===== src/rtl/spi_xfer_arbiter.sv =====
// Round-robin arbiter that lends one SPI master to N_REQ requesters, one full-duplex
// word at a time, with a CS-high guard gap after every transfer.
module spi_xfer_arbiter #(
  parameter int N_REQ   = 4,
  parameter int DW      = 32,
  parameter int GAP_CYC = 4,
  parameter int TO_CYC  = 4096
) (
  input  logic               clk,
  input  logic               reset,
  input  logic [N_REQ-1:0]   req,
  input  logic [N_REQ*DW-1:0] req_data,
  input  logic [N_REQ*8-1:0] req_cfg,
  output logic [N_REQ-1:0]   ack,
  output logic [DW-1:0]      rsp_data,
  output logic               rsp_err,
  output logic               busy,
  output logic               m_start,
  output logic               m_cpol,
  output logic               m_cpha,
  output logic [3:0]         m_dvsr,
  output logic [1:0]         m_sel,
  output logic [DW-1:0]      m_data_in,
  input  logic [DW-1:0]      m_data_out,
  input  logic               m_done,
  output logic [1:0]         dbg_state
);

  localparam int IW = (N_REQ > 1) ? $clog2(N_REQ) : 1;
  localparam int CW = (TO_CYC > 0) ? $clog2(TO_CYC + 1) : 1;
  localparam int GW = $clog2(GAP_CYC + 1);
  localparam bit TO_EN = (TO_CYC != 0);
  localparam logic [CW-1:0]    TO_LAST  = CW'((TO_CYC > 0) ? TO_CYC - 1 : 0);
  localparam logic [GW-1:0]    GAP_LAST = GW'(GAP_CYC - 1);
  localparam logic [IW:0]      N_W      = (IW + 1)'(N_REQ);
  localparam logic [IW-1:0]    LAST_IDX = IW'(N_REQ - 1);
  localparam logic [N_REQ-1:0] ONE      = {{(N_REQ-1){1'b0}}, 1'b1};

  typedef enum logic [1:0] {IDLE = 2'd0, SETUP = 2'd1, XFER = 2'd2, GAP = 2'd3} state_t;

  state_t        state;
  logic [IW-1:0] ptr, owner, gnt_idx, nxt_ptr;
  logic [CW-1:0] cnt;
  logic [GW-1:0] gcnt;
  logic          gnt_found;
  logic [IW:0]   sum;
  logic [7:0]    gnt_cfg;
  logic [DW-1:0] gnt_data;
  logic          xfer_end;

  // Handshake: a requester holds req high (and its word/cfg stable) until it sees its
  // one-cycle ack pulse; the word and cfg are only sampled in the IDLE grant cycle.
  always_comb begin
    gnt_found = 1'b0;
    gnt_idx   = '0;
    sum       = '0;
    for (int i = 0; i < N_REQ; i++) begin
      sum = {1'b0, ptr} + (IW + 1)'(i);
      if (sum >= N_W) sum = sum - N_W;
      if (!gnt_found && req[sum[IW-1:0]]) begin
        gnt_found = 1'b1;
        gnt_idx   = sum[IW-1:0];
      end
    end
  end

  assign gnt_cfg   = req_cfg[gnt_idx*8 +: 8];
  assign gnt_data  = req_data[gnt_idx*DW +: DW];
  assign nxt_ptr   = (owner == LAST_IDX) ? '0 : owner + 1'b1;
  // A master completion takes priority over a timeout landing in the same cycle.
  assign xfer_end  = m_done || (TO_EN && (cnt == TO_LAST));
  assign busy      = (state != IDLE);
  assign dbg_state = state;

  always_ff @(posedge clk or negedge reset) begin
    if (!reset) begin
      state     <= IDLE;
      ptr       <= '0;
      owner     <= '0;
      cnt       <= '0;
      gcnt      <= '0;
      ack       <= '0;
      rsp_data  <= '0;
      rsp_err   <= 1'b0;
      m_start   <= 1'b0;
      m_cpol    <= 1'b0;
      m_cpha    <= 1'b0;
      m_dvsr    <= '0;
      m_sel     <= '0;
      m_data_in <= '0;
    end else begin
      ack <= '0;
      case (state)
        IDLE: begin
          if (gnt_found) begin
            owner     <= gnt_idx;
            m_cpol    <= gnt_cfg[7];
            m_cpha    <= gnt_cfg[6];
            m_dvsr    <= gnt_cfg[5:2];
            m_sel     <= gnt_cfg[1:0];
            m_data_in <= gnt_data;
            state     <= SETUP;
          end
        end
        SETUP: begin
          m_start <= 1'b1;
          cnt     <= '0;
          state   <= XFER;
        end
        XFER: begin
          if (xfer_end) begin
            rsp_data <= m_done ? m_data_out : '0;
            rsp_err  <= !m_done;
            ack      <= ONE << owner;
            m_start  <= 1'b0;
            gcnt     <= '0;
            ptr      <= nxt_ptr;
            state    <= GAP;
          end else begin
            cnt <= cnt + 1'b1;
          end
        end
        GAP: begin
          if (gcnt == GAP_LAST) state <= IDLE;
          else                  gcnt  <= gcnt + 1'b1;
        end
        default: state <= IDLE;
      endcase
    end
  end

endmodule


===== config.mk =====
export PLATFORM = sky130hd
export DESIGN_NAME = spi_xfer_arbiter
export DESIGN_NICKNAME = d
export VERILOG_FILES = /design/src/rtl/spi_xfer_arbiter.sv
export SDC_FILE = /design/constraint.sdc
export NUM_CORES = 1
export LEC_CHECK = 0
export ABC_AREA = 1
export CAP_MARGIN = 20
export CELL_PAD_IN_SITES_DETAIL_PLACEMENT = 1
export CELL_PAD_IN_SITES_GLOBAL_PLACEMENT = 2
export CORE_MARGIN = 3
export CORE_UTILIZATION = 19
export CTS_CLUSTER_DIAMETER = 150
export DETAILED_ROUTE_END_ITERATION = 10
export PLACE_DENSITY = 0.82
export SETUP_SLACK_MARGIN = 0.2
export SLEW_MARGIN = 5
export SYNTH_ARGS = -nofsm -noshare
export SYNTH_HDL_FRONTEND = slang
export SYNTH_SLANG_ARGS = --single-unit
export TNS_END_PERCENT = 10

===== constraint.sdc =====
create_clock -name clk -period 1.9 [get_ports clk]
set_input_delay 0.57 -clock clk [delete_from_list [all_inputs] [get_ports clk]]
set_output_delay 0.57 -clock clk [all_outputs]
set_load 0.1 [all_outputs]

# Yosys cells after proc, flatten, opt, wreduce, memory -nomap -nowiden
# Index checks and enable logic that the tools add are counted.
[op_classes]
addsub = 10
magnitude_cmp = 8
n_eq_ne = 11
shifts = 3
mux = 35
reduce_logical = 18
[op_table]
columns = ["operator", "count"]
rows = [
  ["$shiftx A128 B8 Y32", 1],
  ["$mux W32", 1],
  ["$shiftx A32 B6 Y8", 1],
  ["$pmux W13 S2", 1],
  ["$mux W2", 12],
  ["$add A13 B1 Y13 const B", 1],
  ["$eq A13 B12 Y1 const B", 1],
  ["$mux W13", 1],
  ["$lt A2 B3 Y1 const B", 4],
  ["$ne A2 B2 Y1 const B", 5],
  ["$ge A3 B3 Y1 const B", 3],
  ["$mux W1", 9],
  ["$bmux W1 S2", 4],
  ["$mux W4", 2],
  ["$pmux W2 S4", 1],
  ["$reduce_and A2 Y1", 4],
  ["$sub A2 B1 Y2 const B", 4],
  ["$add A2 B2 Y3 const B", 2],
  ["$eq A2 B2 Y1 const B", 3],
  ["$mux W3", 2],
  ["$pmux W3 S2", 1],
  ["$reduce_and A3 Y1", 2],
  ["$reduce_bool A2 Y1", 3],
  ["$logic_not A1 Y1", 4],
  ["other kinds (11)", 13],
]
[totals]
register_bits = 100
in_bits = 199
output_inout_bits = 81
word_cells = 99

# Longest topological paths before layout
# Gate-level depths: netlist of run 1.
[logic_depth]
depth_word = 16
ltp_mapped = 17
depth_no_buf = 14

# Worst setup path after synthesis of run 1
# Ideal clock, no wire load.
[synth_path]
path_type = "flip-flop to output port"
from = "reg state[0] (netlist: dbg_state[0])"
to = "out busy"
arrival_time_ns = 2.013
required_ns = 1.330
setup_slack_ns = -0.683
path_stages_with_launch = 4
path_buffers = 0
cell_sequence = "dfrtp_1 -> inv_1 -> ha_1 -> inv_1"
[synth_between]
elab_chain_len = 1
[synth_rtl]
columns = ["item", "line", "source"]
rows = [
  ["from (decl)", "41", "state_t state;"],
  ["from (signal assigned)", "77", "state <= IDLE;"],
  ["from (signal assigned)", "102", "state <= SETUP;"],
  ["from (signal assigned)", "108", "state <= XFER;"],
  ["$reduce_bool A2 Y1", "72", "assign busy = (state != IDLE);"],
  ["to (decl)", "17", "output logic busy,"],
]
# No other way between the ends.

# Worst setup path after layout of run 1
[layout_path]
from = "reg ptr[0]"
to = "reg m_data_in[22]"
[layout_between]
elab_chain_len = 15
elab_cells_between_ends = 39
cone_classes = "7 x add/sub; 4 x order compare; 1 x shift; 20 x mux; 7 x reduce/logical"
[layout_rtl]
columns = ["item", "line", "source"]
rows = [
  ["from (decl)", "42", "logic [IW-1:0] ptr, owner, gnt_idx, nxt_ptr;"],
  ["from (signal assigned)", "117", "ptr <= nxt_ptr;"],
  ["branches (longest 15 deep; another with $add A2 B1 Y3)", "n/a", ""],
  ["to (signal assigned)", "101", "m_data_in <= gnt_data;"],
  ["to (decl)", "23", "output logic [DW-1:0] m_data_in,"],
]
# Several ways; the timed one is not identified. The select of a mux whose other input is x is not followed.
# A chain may end at the register's enable or synchronous reset.

==> results.py, run 1 <==
metrics = {
    "synth": {
        "synth-main-ff-cell": "dfrtp_1",
        "syn_area_per_cell_sq_um": 7.01,
        "synth.most_common_cell": "nand2_1",
        "yosysSeqAreaShare_pct": 41.3,
        "synth-seq-cells": 100,
        "synth_area_leaders": "dfrtp_1 41%, nand2_1 18%, inv_1 9.8%, nand3_1 6.2%, nand4_1 4.7%",
        "yosysTopAreaCellShare_pct": 41.3,
        "synthCells": 865,
        "async_reset_ff_share_pct": 100,
        "synth_commonest_cells": "288 x nand2_1, 158 x inv_1, 100 x dfrtp_1, 75 x nand3_1, 46 x nand4_1",
        "synth_area_sq_um": 6060,
        "yosysUniqueCellTypes": 27,
        "synth_area_leader_cell": "dfrtp_1",
        "yosysWarnings": 0,
        "synth_nets": 1075,
        "synth_edf_count": 0,
    },
    "timing": {
        "relSlewSlack_pct": 76.2,
        "rsz0062_at_grt": "yes",
        "worst_slew_pin_slew_ps": 354,
        "finalSetupViolCount": 43,
        "maxSlewViolCount": 0,
        "fmax_ghz": 0.456,
        "hold_viol": 0,
        "fin_tns_setup_ps": -10410,
        "min_period_ps": 2190,
        "setup_ws_ps": -291,
        "finalCritPeriodShare_pct": 115,
        "clock_skew_ps": 8.37,
    },
    "drt": {
        "drc": 0,
        "wl_per_cell_um": 16.6,
        "drt-initial-drc-count": 182,
        "drt_pass1_iterations": 4,
        "routed_wl_mm": 26.4,
        "post_drt_via_cell_ratio": 4.34,
        "drtAntennaViolNets": 0,
        "vias": 6895,
    },
    "critical_path": {
        "required_ps": 2150,
        "crit_chain": "buf_6 -> nand2_2 -> nand2_2 -> nand2_2 -> nand2_2 -> nor2_4 -> nand3_4 -> buf_12 -> nand3_4 -> buf_12 -> buf_12 -> clkbuf_16 -> nand2_1 -> nand3_2 -> nand2_2 -> nand2_1 -> nand2_1",
        "arrival_ps": 2440,
        "r2r_end": "m_data_in[22]",
        "crit_fanout": 5,
        "crit_path_start": "ptr[0]",
        "start_kind": "flip-flop",
        "worst-setup-path-type": "flip-flop to flip-flop",
        "reg2reg_depth": 17,
        "critical_path.max_stage_delay_ps": 470,
        "critPathCaptureType": "flip-flop",
        "r2r_start": "ptr[0]",
        "crit_path_end": "m_data_in[22]",
        "critPathSlowestCell": "dfrtp_2",
        "reg2reg_slack_ps": -290,
        "crit_top_cell": "nand2_2",
    },
    "die": {
        "placementRows": 64,
        "fp.dieH_um": 185,
        "start_util_pct": 19.6,
        "die_width_um": 185,
        "core_area_sq_um": 31000,
        "dieArea_sq_um": 34100,
        "ioPinCount": 280,
    },
    "worst_hold_path": {
        "min_from": "cnt[11]",
        "hold_class": "flip-flop to flip-flop",
    },
    "cells_and_area": {
        "area_growth_pct": 94.3,
        "post-route-util_pct": 38.0,
        "final_layout_size_suffix_gt1_share_pct": 24.7,
        "postLayoutCellArea_sq_um": 11800,
        "nNetsFinal": 1398,
        "fill_cells": 3568,
    },
    "clock_tree": {
        "cts.path.max_buffers": 2,
        "cts-root-buf": "clkbuf_16",
        "insertion_delay_ps": 360,
        "htreeDepth": 3,
        "clock_sinks": 100,
        "cts_tree": "built",
        "cts-buffers-inserted": 9,
        "clk_pin_slew_ps": 70,
    },
    "placed_design": {
        "portBuffers": 279,
        "gp_congestion": 0.806,
        "place_hpwl_mm": 18.6,
        "dpl_cell_area_sq_um": 10500,
    },
    "run_status": {
        "violations": "setup timing",
        "outcome": "finished, violations left",
    },
    "global_route": {
        "grt_overflow_total": 0,
        "grt_max_degree": 41,
        "antenna_found_initial": 4,
        "grt_pass1_vias": 7304,
        "track_usage_pct": 14.4,
        "grt_pass1_wl_mm": 39.0,
    },
    "flow_run": {
        "drv_cap": 0,
    },
}
==> state kept, by name, summed over array words and instances (netlist names), 2 cells and up <==
register / cells
ack: 4
m_sel: 2
m_data_in: 32
ptr: 2
gcnt: 3
dbg_state: 2
m_dvsr: 4
cnt: 13
owner: 2
rsp_data: 32
==> layout by cell type, fill, tap and decap left out, drive strengths merged <==
cell and count:
inv 163, dlygate4sd2 4, nand3 77, clkbuf 14
clkinvlp 2, nor3 5, diode 2, clkinv 3
nand4 46, a21oi 8, ha 11, a32o 1
xor2 2, o31ai 1, dlygate4sd3 1, clkdlybuf4s50 193
dfrtp 100, nor2 22, buf 157, a22o 32
nand2 291, nor4 1, o21ai 57, bufinv 1
==> critical path, delay by kind of cell (launching register included) <==
family | cells | cell delay, ps
buffers and inverters | 5 | 700
flip-flops | 1 | 470
AND/OR/NAND/NOR | 12 | 900
==> per-layer routing <==
| layer | vias to the layer above | wire length [um] | track usage (%) |
|---|---|---|---|
| met3 | 21 | 1570 | 3.67 |
| li1 | 3381 | - | - |
| met4 | 0 | 309 | 3.48 |
| met5 | - | 0 | 0 |
| met2 | 180 | 13900 | 26.2 |
| met1 | 3313 | 10600 | 16.8 |
==> what timing repair did <==
item / CTS / global route
setup endpoints to repair: 96 / 96
setup buffers: 14 / 9
gates resized for setup: 67 / 88
cloned: 4 / 7
pin swaps: 23 / 42
hold buffers: 1 / 0
hold endpoints to repair: 3 / 0
==> worst min path at each step <==
| stage | end | cells past startpoint | slack [ps] |
|---|---|---|---|
| global route | cnt[11] | 2 | 520 |
| global placement | cnt[7] | 1 | 400 |
| finish | cnt[11] | 2 | 500 |
| CTS | gcnt[2] | 2 | 500 |
| floorplan | ack[0] | 0 | 270 |
| detailed placement | cnt[7] | 1 | 400 |
==> kinds of logic after synthesis <==
family,share of synthesized area [%]
fa+ha+maj,2.27
buf+inv,14.3
xor+xnor,0.289
compound gates,10.3
flops,41.3
simple gates,31.6
==> cell type report <==
class / count / area (sq um) / area share [%]
repair buffers: 359 / 4660 / 39.6
multi-input cells: 554 / 3170 / 26.9
flip-flops and latches: 100 / 2510 / 21.3
inverters: 163 / 633 / 5.37
well taps: 396 / 495 / 4.21
clock buffers: 10 / 239 / 2.03
clock inverters: 5 / 60.1 / 0.510
repair inverters: 1 / 5.00 / 0.0425
diodes: 2 / 5.00 / 0.0425
==> stage by stage <==
stage	hold WS, ps	cells	worst slack (ps)
CTS	496	1572	-283
global placement	403	1538	-881
floorplan	274	865	39.1
global route	524	1590	-405
finish	495	1590	-291
detailed placement	399	1538	-998
Power of run 1 is left out: the tool's default activity adds up to more than one toggle a clock period on the data nets, which glitch-free logic cannot reach.
==> run 2: changes to the inputs <==
--- a/config.mk
+++ b/config.mk
@@ -9,6 +9,7 @@
 export CAP_MARGIN = 20
 export CELL_PAD_IN_SITES_DETAIL_PLACEMENT = 1
 export CELL_PAD_IN_SITES_GLOBAL_PLACEMENT = 2
+export CORE_ASPECT_RATIO = 0.6
 export CORE_MARGIN = 3
 export CORE_UTILIZATION = 19
 export CTS_CLUSTER_DIAMETER = 150
==> results.py, run 2 (same netlist as run 1, synthesis figures left out) <==
metrics = {
    "run_status": {
        "outcome": "finished, violations left",
        "violations": "setup timing",
    },
    "cells_and_area": {
        "multi_input_area_sq_um": 3150,
        "fill_cells": 3574,
        "final_layout_size_suffix_gt1_share_pct": 24.8,
        "postLayoutCellArea_sq_um": 11800,
        "layout_commonest_cell": "nand2_1",
        "register_area_sq_um": 2510,
        "area_growth_pct": 94.1,
        "nNetsFinal": 1392,
        "n_antenna_cell": 0,
        "final_cell_mix": "241 x nand2_1, 193 x clkdlybuf4s50_1, 150 x inv_1, 101 x buf_12, 97 x dfrtp_1",
        "reg_top3": "m_data_in x32, rsp_data x32, cnt x13",
    },
    "timing": {
        "rsz0062_at_grt": "yes",
        "maxSlewViolCount": 0,
        "worst_slew_pin_slew_ps": 356,
        "hold_viol": 0,
        "clock_skew_ps": 12.5,
        "fin_tns_setup_ps": -8540,
        "finalCritPeriodShare_pct": 114,
        "relSlewSlack_pct": 76.2,
        "fmax_ghz": 0.464,
        "finalSetupViolCount": 42,
        "setup_ws_ps": -257,
        "min_period_ps": 2160,
    },
    "drt": {
        "route.met2.wl_mm": 11.9,
        "vias": 6910,
        "post_drt_via_cell_ratio": 4.33,
        "drc": 0,
        "wl_per_cell_um": 16.7,
        "routed_wl_mm": 26.7,
        "drt_pass1_iterations": 7,
        "dr_wl_met3_mm": 1.76,
        "drt-initial-drc-count": 227,
        "drtAntennaViolNets": 0,
        "top_layer": "met4",
        "wl_met1_mm": 12.8,
    },
    "die": {
        "fp.dieH_um": 144,
        "ioPinCount": 280,
        "start_util_pct": 19.8,
        "placementRows": 49,
        "die_width_um": 237,
        "core_area_sq_um": 30700,
        "dieArea_sq_um": 34200,
    },
    "critical_path": {
        "arrival_ps": 2420,
        "critPathCaptureType": "flip-flop",
        "worst-setup-path-type": "flip-flop to flip-flop",
        "crit_fanout": 8,
        "start_kind": "flip-flop",
        "required_ps": 2160,
    },
    "clock_tree": {
        "cts.path.max_buffers": 2,
        "clock_sinks": 100,
        "cts_hold_buf": 0,
        "cts-buffers-inserted": 9,
        "clk_pin_slew_ps": 90,
        "cts-root-buf": "clkbuf_16",
        "htreeDepth": 3,
        "cts_tree": "built",
        "insertion_delay_ps": 370,
    },
    "placed_design": {
        "place_hpwl_mm": 20.1,
        "portBuffers": 279,
        "dpl_cell_area_sq_um": 10600,
        "gp_congestion": 0.820,
        "post-place-ws_ps": -731,
    },
    "worst_hold_path": {
        "hold_class": "input port to async pin",
    },
    "flow_run": {
        "drv_cap": 0,
    },
    "global_route": {
        "grt_pass1_vias": 7383,
        "antenna_found_initial": 0,
        "grt_max_degree": 51,
        "grt_overflow_total": 0,
        "grt_pass1_wl_mm": 41.6,
        "track_usage_pct": 15.6,
    },
}
==> run 2: cell count changes in the layout (fill, tap and decap cells not counted), moves of 6 or more <==
cell / change
o21ai_2: +12
nand3_1: +7
o21ai_1: -8
buf_4: -6
nand3_2: -8
==> run 2: layer usage <==
layer | vias up | track usage, %
li1 | 3365 | -
met1 | 3340 | 21.1
met2 | 185 | 24.6
met3 | 20 | 4.84
met4 | 0 | 3.37
met5 | - | 0
==> run 2: worst max-delay path, stage by stage (launching register included) <==
cell and delay [ps]:
dfrtp_2 490, buf_6 150, nand2_1 70, nand2_2 80
nand2_2 70, nand2_2 60, nor2_4 130, buf_6 110
nand3_4 90, nand3_4 100, buf_12 150, buf_8 130
clkbuf_16 140, nand2_2 40, nand3_1 50, nand2_1 50
nand2_1 50, nand2_1 50
==> run 2: layout make-up <==
cell class / count / area share (%)
Tap cell: 408 / 4.34
Clock buffer: 9 / 1.91
Timing Repair Buffer: 354 / 39.4
Clock inverter: 7 / 0.797
Multi-Input combinational cell: 553 / 26.8
Timing Repair inverter: 1 / 0.0638
Sequential cell: 100 / 21.3
Inverter: 163 / 5.36
==> run 2: per-stage QoR <==
step	std cells	hold WS, ps	util, %
floorplan	865	274	-
global placement	1556	424	34.5
detailed placement	1556	424	34.5
CTS	1592	1.71	37.4
global route	1595	8.02	38.4
finish	1595	22.9	38.4
==> run 2: final timing paths <==
path	endpoint	slack, ps	start	cells past startpoint
max in group asynchronous	ptr[0]	1320	reset	2
min in group clk	cnt[11]	490	cnt[11]	2
max	m_data_in[29]	-260	ptr[0]	17
max reg2reg	m_data_in[29]	-260	ptr[0]	17
min reg2reg	cnt[11]	490	cnt[11]	2
min	rsp_data[28]	20	reset	1
==> run 2: what timing repair did <==
item	4_1_cts	5_1_grt
pin swaps	42	38
endpoints found under the setup margin	92	90
resized for setup	81	75
buffers inserted	13	1
cloned	7	2
Power of run 2 is left out for the same reason.
